$ cat src/rtl/riscv_mem_map_pkg.sv
// Memory-map constants shared by the load and store paths.
//   - region nibbles decoded from addr[31:28]
//   - MMIO low-byte offsets
//   - RV32 store funct3 codes and a lane-enable helper
package riscv_mem_map_pkg;

    localparam logic [3:0] REGION_DMEM      = 4'b0001;
    localparam logic [3:0] REGION_IMEM      = 4'b0010;
    localparam logic [3:0] REGION_DMEM_IMEM = 4'b0011;
    localparam logic [3:0] REGION_BIOS      = 4'b0100;
    localparam logic [3:0] REGION_IO        = 4'b1000;

    localparam logic [7:0] IO_UART_TX = 8'h08;
    localparam logic [7:0] IO_CNT_RST = 8'h18;

    localparam logic [2:0] F3_SB = 3'b000;
    localparam logic [2:0] F3_SH = 3'b001;
    localparam logic [2:0] F3_SW = 3'b010;

    // Byte enables for a legal, aligned store; 0 for anything else.
    function automatic logic [3:0] lane_mask(input logic [2:0] f3, input logic [1:0] off);
        logic [3:0] m;
        m = 4'b0000;
        case (f3)
            F3_SB: m = 4'b0001 << off;
            F3_SH: if (!off[0]) m = off[1] ? 4'b1100 : 4'b0011;
            F3_SW: if (off == 2'b00) m = 4'b1111;
            default: m = 4'b0000;
        endcase
        return m;
    endfunction

endpackage

$ cat src/rtl/store_sync_fifo.sv
// Small synchronous FIFO feeding the UART transmitter.
//   clk, rst_n            clock, async active-low reset (empties the FIFO)
//   push, push_data       write request; ignored while full
//   rd_data, rd_valid     head entry (0 when empty), non-empty flag
//   rd_ready              consumer accepts head when rd_valid && rd_ready
//   full, count           status
// Full is evaluated before the same-cycle pop, so a full FIFO never accepts
// a push even while it is popping. No write-to-read bypass.
module store_sync_fifo #(
    parameter int DEPTH = 4,
    parameter int WIDTH = 8
) (
    input  logic                     clk,
    input  logic                     rst_n,
    input  logic                     push,
    input  logic [WIDTH-1:0]         push_data,
    output logic [WIDTH-1:0]         rd_data,
    output logic                     rd_valid,
    input  logic                     rd_ready,
    output logic                     full,
    output logic [$clog2(DEPTH):0]   count
);
    import riscv_mem_map_pkg::*;

    localparam int PW = $clog2(DEPTH);
    localparam int CW = PW + 1;
    localparam logic [CW-1:0] FULL_CNT = CW'(DEPTH);

    logic [WIDTH-1:0] mem [DEPTH];
    logic [PW-1:0]    wr_ptr;
    logic [PW-1:0]    rd_ptr;
    logic             do_push;
    logic             do_pop;

    assign rd_valid = (count != '0);
    assign full     = (count == FULL_CNT);
    assign do_push  = push && !full;
    assign do_pop   = rd_valid && rd_ready;
    // Gate the head so the output reads 0 after reset without clearing the array.
    assign rd_data  = rd_valid ? mem[rd_ptr] : '0;

    always_ff @(posedge clk) begin
        if (do_push) mem[wr_ptr] <= push_data;
    end

    always_ff @(posedge clk or negedge rst_n) begin
        if (!rst_n) begin
            wr_ptr <= '0;
            rd_ptr <= '0;
            count  <= '0;
        end else begin
            if (do_push) wr_ptr <= wr_ptr + PW'(1);
            if (do_pop)  rd_ptr <= rd_ptr + PW'(1);
            case ({do_push, do_pop})
                2'b10:   count <= count + CW'(1);
                2'b01:   count <= count - CW'(1);
                default: count <= count;
            endcase
        end
    end

endmodule

$ cat src/rtl/store_path_ctrl.sv
// Store-side steering: routes execute-stage stores to DMEM, IMEM or MMIO by
// address region, builds byte enables and lane-replicated write data, and
// buffers UART TX bytes.
//   clk, rst_n                      clock, async active-low reset
//   store_en, addr, wdata, funct3   store request from EX
//   pc_30                           storing instruction runs from BIOS
//   dmem_we/addr/din                DMEM write port (combinational)
//   imem_we/addr/din                IMEM write port (combinational)
//   uart_tx_data/valid/ready        TX FIFO head to the transmitter
//   tx_fifo_full                    IO readback status
//   cnt_rst                         one-cycle counter clear pulse
//   misalign                        one-cycle pulse for a dropped illegal store
//   stall                           hold store in EX (TX FIFO full)
module store_path_ctrl #(
    parameter int DMEM_AW  = 14,
    parameter int IMEM_AW  = 14,
    parameter int TX_DEPTH = 4
) (
    input  logic               clk,
    input  logic               rst_n,
    input  logic               store_en,
    input  logic [31:0]        addr,
    input  logic [31:0]        wdata,
    input  logic [2:0]         funct3,
    input  logic               pc_30,
    output logic [3:0]         dmem_we,
    output logic [DMEM_AW-1:0] dmem_addr,
    output logic [31:0]        dmem_din,
    output logic [3:0]         imem_we,
    output logic [IMEM_AW-1:0] imem_addr,
    output logic [31:0]        imem_din,
    output logic [7:0]         uart_tx_data,
    output logic               uart_tx_valid,
    input  logic               uart_tx_ready,
    output logic               tx_fifo_full,
    output logic               cnt_rst,
    output logic               misalign,
    output logic               stall
);
    import riscv_mem_map_pkg::*;

    logic [3:0]  region;
    logic [7:0]  io_off;
    logic [3:0]  lane_we;
    logic [31:0] lane_din;
    logic        store_ok;
    logic        is_dmem;
    logic        is_imem;
    logic        is_io;
    logic        io_tx_hit;
    logic        io_cnt_hit;
    logic        mem_go;
    logic        tx_push;
    logic [$clog2(TX_DEPTH):0] tx_count;
    logic        unused_bits;

    assign region  = addr[31:28];
    assign io_off  = addr[7:0];
    assign lane_we = lane_mask(funct3, addr[1:0]);

    // A zero mask means the funct3/alignment combination is illegal.
    assign store_ok = store_en && (lane_we != 4'b0000);

    always_comb begin
        lane_din = wdata;
        case (funct3)
            F3_SB:   lane_din = {4{wdata[7:0]}};
            F3_SH:   lane_din = {2{wdata[15:0]}};
            default: lane_din = wdata;
        endcase
    end

    assign is_dmem = (region == REGION_DMEM) || (region == REGION_DMEM_IMEM);
    assign is_imem = (region == REGION_IMEM) || (region == REGION_DMEM_IMEM);
    assign is_io   = (region == REGION_IO);

    assign io_tx_hit  = store_ok && is_io && (io_off == IO_UART_TX);
    assign io_cnt_hit = store_ok && is_io && (io_off == IO_CNT_RST);

    // Full is sampled before any same-cycle pop, so the store simply waits.
    assign stall   = io_tx_hit && tx_fifo_full;
    assign tx_push = io_tx_hit && !tx_fifo_full;
    assign mem_go  = store_ok && !stall;

    assign dmem_we   = (mem_go && is_dmem)          ? lane_we : 4'b0000;
    assign imem_we   = (mem_go && is_imem && pc_30) ? lane_we : 4'b0000;
    assign dmem_addr = addr[DMEM_AW+1:2];
    assign imem_addr = addr[IMEM_AW+1:2];
    assign dmem_din  = lane_din;
    assign imem_din  = lane_din;

    always_ff @(posedge clk or negedge rst_n) begin
        if (!rst_n) begin
            cnt_rst  <= 1'b0;
            misalign <= 1'b0;
        end else begin
            cnt_rst  <= io_cnt_hit;
            misalign <= store_en && (lane_we == 4'b0000);
        end
    end

    store_sync_fifo #(
        .DEPTH (TX_DEPTH),
        .WIDTH (8)
    ) u_tx_fifo (
        .clk       (clk),
        .rst_n     (rst_n),
        .push      (tx_push),
        .push_data (wdata[7:0]),
        .rd_data   (uart_tx_data),
        .rd_valid  (uart_tx_valid),
        .rd_ready  (uart_tx_ready),
        .full      (tx_fifo_full),
        .count     (tx_count)
    );

    // Address bits above the index fields and the FIFO count are not needed here.
    assign unused_bits = ^{addr, tx_count, REGION_BIOS};

endmodule

$ cat config.mk
export PLATFORM = sky130hd
export DESIGN_NAME = store_path_ctrl
export DESIGN_NICKNAME = d
export VERILOG_FILES = /design/src/rtl/riscv_mem_map_pkg.sv /design/src/rtl/store_sync_fifo.sv /design/src/rtl/store_path_ctrl.sv
export SDC_FILE = /design/constraint.sdc
export NUM_CORES = 1
export LEC_CHECK = 0
export ABC_AREA = 0
export CORE_AREA = 2 2 95 97
export CTS_BUF_LIST = sky130_fd_sc_hd__clkbuf_4 sky130_fd_sc_hd__clkbuf_8
export DETAILED_ROUTE_END_ITERATION = 8
export DIE_AREA = 0 0 97 99
export PLACE_DENSITY = 0.76
export RECOVER_POWER = 100
export SLEW_MARGIN = 20
export SYNTH_ARGS = -nofsm -noshare
export SYNTH_HDL_FRONTEND = slang
export SYNTH_SLANG_ARGS = --single-unit
export TNS_END_PERCENT = 20
$ cat constraint.sdc
create_clock -name clk -period 2 [get_ports clk]
set_input_delay 0.2 -clock clk [delete_from_list [all_inputs] [get_ports clk]]
set_output_delay 0.2 -clock clk [all_outputs]
set_load 0.05 [all_outputs]
==> flow_metrics.tcl, run 1 <==
set metrics [dict create \
    die_w_um 97 \
    rows 34 \
    reg2reg_to "u_tx_fifo.count[2]" \
    clock-sinks 41 \
    cell_internal_pwr_mw 2.19 \
    grt_pass1_wl_um 11800 \
    cpMostUsedCell "nor3_4" \
    cts.clk_slew.worst_paths_ns 0.08 \
    rsz0062_at_grt "true" \
    cts.path.max_buffers 2 \
    seq_area_mm2 0.00119 \
    powerDensity_mw_per_mm2 883 \
    whs_ns 0.289 \
    portBuffers 148 \
    cpMaxStageDelayCell "or4b_4" \
    via_per_inst 4.44 \
    totalWireLength_um 7580 \
    p_comb_share_pct 56.2 \
    fin_crit_ns 2.02 \
    path_class "input port to output port" \
    synth_top_area_share_pct 34.0 \
    switching_share_pct 43.2 \
    place_ws_ns -0.416 \
    antenna_found_initial 0 \
    num_vias 2109 \
    setup_tns_ns -0.0589 \
    start_util_pct 33.1 \
    ys_warn_count 0 \
    cts_tree "yes" \
    fin_skew_ns 0.00585 \
    worst_slack_ns -0.0234 \
    slew_violations 0 \
    synthToLayoutAreaGrowth_pct 54.3 \
    ys_types 38 \
    maxCapViolCount 0 \
    seqPwrFrac_pct 27.4 \
    p_leak_nw 1.83 \
    max_stage_delay_ns 0.60 \
    drc 0 \
    synth.ff_latch_count 41 \
    synth_top_cells_by_area "edfxtp_1 (34%), buf_4 (18%), dfrtp_1 (8.0%)" \
    netlist_area_mm2 0.00283 \
    drive_gt1_share_pct 43.3 \
    fin_nets 445 \
    outcome "complete, but fails checks" \
    clock_power_share_pct 16.4 \
    slew_headroom_pct 58.0 \
    core_area_mm2 0.00855 \
    clock_latency_ns 0.29 \
    violations "setup timing" \
    fin_cells 475 \
    numCtsBuffers 5 \
    clockRootBuffer "clkbuf_8" \
    dpl.cell_count 467 \
    multiInputGateArea_mm2 0.00115 \
    cp_max_fo 4 \
    htreeDepth 2 \
    setup_viol 3 \
    max_freq_ghz 0.494 \
    top_level_ports 185 \
    postCtsHoldBufs 0 \
    fp.dieArea_mm2 0.00960 \
    p_switching_mw 1.66 \
    diodes 0 \
    hold_class "input port to async pin" \
    worstMarginPinSlew_ns 0.632 \
    cp-end-kind "output port" \
    path_cells "clkdlybuf4s15_2 -> buf_4 -> nor3_4 -> o21bai_2 -> or4b_4 -> nor3_4 -> buf_12" \
    critical_path_arrival_ns 1.82 \
    hold_viol_final 0 \
    irDropWorstVdd_uv 432 \
    ff2ff_path_depth 10 \
    syn_avg_cell_area_um2 11.5 \
    grt_remaining_overflow 0 \
    cp-start-kind "input port" \
    syn-num-nets 325 \
    r2r_slack_ns -0.01 \
    ant_nets 0 \
    rr_startpoint "u_tx_fifo.count[2]" \
    synthCells 247 \
    synth_largest_area_cell "edfxtp_1" \
    place_congestion 0.719 \
    drtIter0Drc 107 \
    final_common_cell "buf_4" \
    nFillCells 737 \
    fin_crit_sh_pct 101 \
    grt_max_degree 24 \
    post-dp-hpwl_um 6040 \
    grt_usage_pct 15.3 \
    detail_route.wl_per_cell_um 16.0 \
    critPathRequiredTime_ns 1.80 \
    die_h_um 99 \
    first_pass_iters 4 \
    ys_seq_area_share_pct 41.9 \
    grt_pass1_vias 2324 \
    layout_common_cells "buf_4 (59), clkdlybuf4s50_1 (36), edfxtp_1 (32), clkbuf_1 (27), buf_12 (24)" \
]
[worst max-delay path by stage]
stage	cells after the start	end	start	slack, ns
floorplan	5	imem_we[3]	funct3[1]	-0.42
global placement	11	u_tx_fifo.count[2]	addr[31]	-0.33
detailed placement	11	u_tx_fifo.count[2]	addr[31]	-0.42
CTS	10	u_tx_fifo.count[2]	u_tx_fifo.count[1]	-0.04
global route	10	u_tx_fifo.count[2]	u_tx_fifo.count[2]	-0.12
finish	7	dmem_we[3]	addr[0]	-0.02
[state kept, by name (all words and copies together) (netlist names)]
register          count
u_tx_fifo.rd_ptr      2
u_tx_fifo.count       3
u_tx_fifo.wr_ptr      2
u_tx_fifo.mem        32
misalign              1
cnt_rst               1
[logic make-up (layout without fill, tap and decap cells)]
group | count (synthesis) | in the layout | synth area share (%)
DFF | 41 | 41 | 41.9
buffers and inverters | 86 | 206 | 21.1
adders and majority gates | 6 | 6 | 2.92
muxes | 34 | 34 | 16.3
and+or+nand+nor | 59 | 59 | 12.5
xor gates and xnor gates | 7 | 7 | 2.17
AOI/OAI and AO/OA | 14 | 14 | 3.05
[stage by stage]
stage | utilization, % | area, um2 | power (mW)
after floorplan | - | 2850 | 2.65
after global placement | 53.0 | 4530 | 3.27
after detailed placement | 53.0 | 4530 | 3.30
after CTS | 54.6 | 4670 | 3.94
after global routing | 51.1 | 4370 | 4.03
final | 51.1 | 4370 | 3.85
[timing repair]
item                                    4_1_cts  5_1_grt
pin swaps                                     3        4
endpoints found under the setup margin       51       13
gates resized for setup                      15       18
buffers inserted                              0        1
[critical path, delay by kind of cell]
kind,cells,cell delay (ns)
compound gates,1,0.10
buf+inv,3,0.54
simple gates,3,0.98
[power groups by stage]
stage	Clock, mW	Sequential [mW]	Combinational [mW]
final	0.633	1.05	2.17
after CTS	0.636	1.06	2.24
after floorplan	0	1.04	1.61
after global routing	0.679	1.06	2.29
after detailed placement	0	1.08	2.23
after global placement	0	1.07	2.20
[cell type report]
cell class                      count  area share (%)
Clock buffer                        5            1.58
Clock inverter                      2           0.802
Inverter                            7           0.602
Multi-Input combinational cell    120            26.4
Sequential cell                    41            27.2
Tap cell                          108            3.09
Timing Repair Buffer              192            40.4
[layer usage]
| metal | up-vias | track usage (%) | share of wire [%] |
|---|---|---|---|
| li1 | 1025 | - | - |
| met1 | 1003 | 18.5 | 40 |
| met2 | 76 | 28.2 | 55 |
| met3 | 5 | 3.12 | 4.5 |
| met4 | 0 | 3.68 | 0.99 |
| met5 | - | 0 | 0 |
[cell usage after synthesis, drive strengths merged]
library cell / count
and3: 1
ha: 5
nand3: 1
xor2: 3
nor3: 7
o21ai: 2
dfrtp: 9
nor2: 22
mux2: 17
nand2b: 2
nor4bb: 1
a21oi: 10
clkbuf: 5
nor3b: 1
mux2i: 9
fa: 1
nand2: 4
xnor2: 4
o21bai: 1
or4b: 1
and2: 14
or4: 1
inv: 7
edfxtp: 32
nor4: 1
buf: 74
or3: 2
a2111o: 1
nor4b: 1
mux4: 8
Note: power is estimated with default switching activity, not from simulation.
==> inputs of run 2 (changes only) <==
Settings changed: CORE_AREA 2 2 95 97 to 4 4 97 99, DIE_AREA 0 0 97 99 to 0 0 101 103.
==> flow_metrics.tcl, run 2 (synthesized netlist as in run 1, its figures left out) <==
set metrics [dict create \
    top_level_ports 185 \
    cp-start-kind "register" \
    htreeDepth 2 \
    clock-sinks 41 \
    path_class "register to register" \
    layout_common_cells "buf_4 (82), buf_12 (46), clkdlybuf4s50_1 (39), edfxtp_1 (32), nor2_1 (19)" \
    fin_nets 444 \
    clockRootBuffer "clkbuf_8" \
    cts.clk_slew.worst_paths_ns 0.08 \
    fin_crit_ns 2.07 \
    fin_total_pwr_mw 3.90 \
    fin_crit_sh_pct 104 \
    start_util_pct 33.1 \
    cp-end-kind "register" \
    drc 0 \
    max_freq_ghz 0.482 \
    synthToLayoutAreaGrowth_pct 65.8 \
    critical_path_arrival_ns 2.26 \
    fp.dieArea_mm2 0.0104 \
    ant_nets 0 \
    place_area_mm2 0.00452 \
    largest-register "u_tx_fifo.mem" \
    antenna_found_initial 0 \
    die_w_um 101 \
    hold_viol_final 0 \
    fin_skew_ns 0.00631 \
    rows 34 \
    maxCapViolCount 0 \
    nFillCells 695 \
    core_area_mm2 0.00855 \
    reg2reg_to "u_tx_fifo.count[2]" \
    post-dp-hpwl_um 6170 \
    setup_viol 2 \
    clock_latency_ns 0.30 \
    outcome "complete, but fails checks" \
    slew_headroom_pct 60.9 \
    powerDensity_mw_per_mm2 831 \
    grt_pass1_wl_um 11300 \
    totalWireLength_um 7530 \
    rr_startpoint "u_tx_fifo.count[2]" \
    whs_ns 0.275 \
    worst_slack_ns -0.0739 \
    crit_start "u_tx_fifo.count[2]" \
    postCtsHoldBufs 0 \
    final_area_mm2 0.00469 \
    utilization_pct 54.9 \
    detail_route.wl_per_cell_um 15.9 \
    r2r_slack_ns -0.07 \
    violations "setup timing" \
    portBuffers 148 \
    die_h_um 103 \
    worstMarginPinSlew_ns 0.587 \
    largest_register_ffs 32 \
    cts.path.max_buffers 2 \
    endpoint "u_tx_fifo.count[2]" \
    critPathRequiredTime_ns 2.18 \
    irDropWorstVdd_uv 332 \
    grt_max_degree 23 \
    final_common_cell "buf_4" \
    slew_violations 0 \
    cts_tree "yes" \
    seq_area_mm2 0.00119 \
    hold_class "input port to async pin" \
    ff2ff_path_depth 10 \
    num_vias 2094 \
    via_per_inst 4.41 \
    grt_pass1_vias 2237 \
    grt_remaining_overflow 0 \
    first_pass_iters 4 \
    rsz0062_at_grt "true" \
    top_regs "u_tx_fifo.mem: 32 flops, u_tx_fifo.count: 3 flops" \
    grt_usage_pct 14.1 \
    drive_gt1_share_pct 51.5 \
    cp_max_fo 3 \
    numCtsBuffers 5 \
    p_leak_nw 1.92 \
    drtIter0Drc 60 \
    diodes 0 \
    place_congestion 0.729 \
    multiInputGateArea_mm2 0.00114 \
]
## run 2: repair_timing
action                                  4_1_cts  5_1_grt
gates resized for setup                      20       13
endpoints found under the setup margin       53       14
setup buffers                                 1        3
pin swaps                                     6        9
## run 2: critical path: stages (launching register included)
cell and delay (ns):
dfrtp_1 0.40, nor3b_4 0.16, or3_4 0.40, nor3_4 0.14
inv_2 0.06, ha_4 0.16, inv_2 0.05, fa_2 0.19
xor2_1 0.15, nor2_1 0.08, xor2_1 0.17
## run 2: layout make-up
class / instances / share of cell area, %
Timing Repair Buffer: 191 / 44.9
Sequential cell: 41 / 25.3
Multi-Input combinational cell: 120 / 24.3
Tap cell: 108 / 2.88
Clock buffer: 5 / 1.47
Inverter: 7 / 0.560
Clock inverter: 3 / 0.533
## run 2: worst min path at each step
stage,from,endpoint,slack (ns),cells past startpoint
4_1_cts,rst_n,misalign,0.21,1
3_3_place_gp,addr[12],dmem_addr[10],0.40,0
6_report,rst_n,u_tx_fifo.rd_ptr[0],0.28,1
2_1_floorplan,rst_n,cnt_rst,-0.1,0
3_5_place_dp,addr[12],dmem_addr[10],0.40,0
5_1_grt,rst_n,u_tx_fifo.count[2],0.31,1
## run 2: power breakdown
part | leakage [nW] | switching, mW | internal (mW)
Sequential | 0.393 | 0.0835 | 0.979
Combinational | 1.48 | 1.33 | 0.953
Clock | 0.0447 | 0.301 | 0.252
Total | 1.92 | 1.72 | 2.18
## run 2: metal layers
layer / GRT usage (%) / vias up / routed length, um
li1: - / 1033 / -
met1: 16.4 / 977 / 2890
met2: 25.6 / 78 / 4100
met3: 3.11 / 6 / 438
met4: 5.01 / 0 / 106
met5: 0 / - / 0
## run 2: through the flow
step	worst slack [ns]	cells	TNS (ns)
after floorplan	-0.417	247	-3.54
after global placement	-0.332	463	-9.80
after detailed placement	-0.464	463	-13.23
after CTS	-0.0600	472	-0.0912
after global routing	-0.147	475	-0.392
final	-0.0739	475	-0.0919
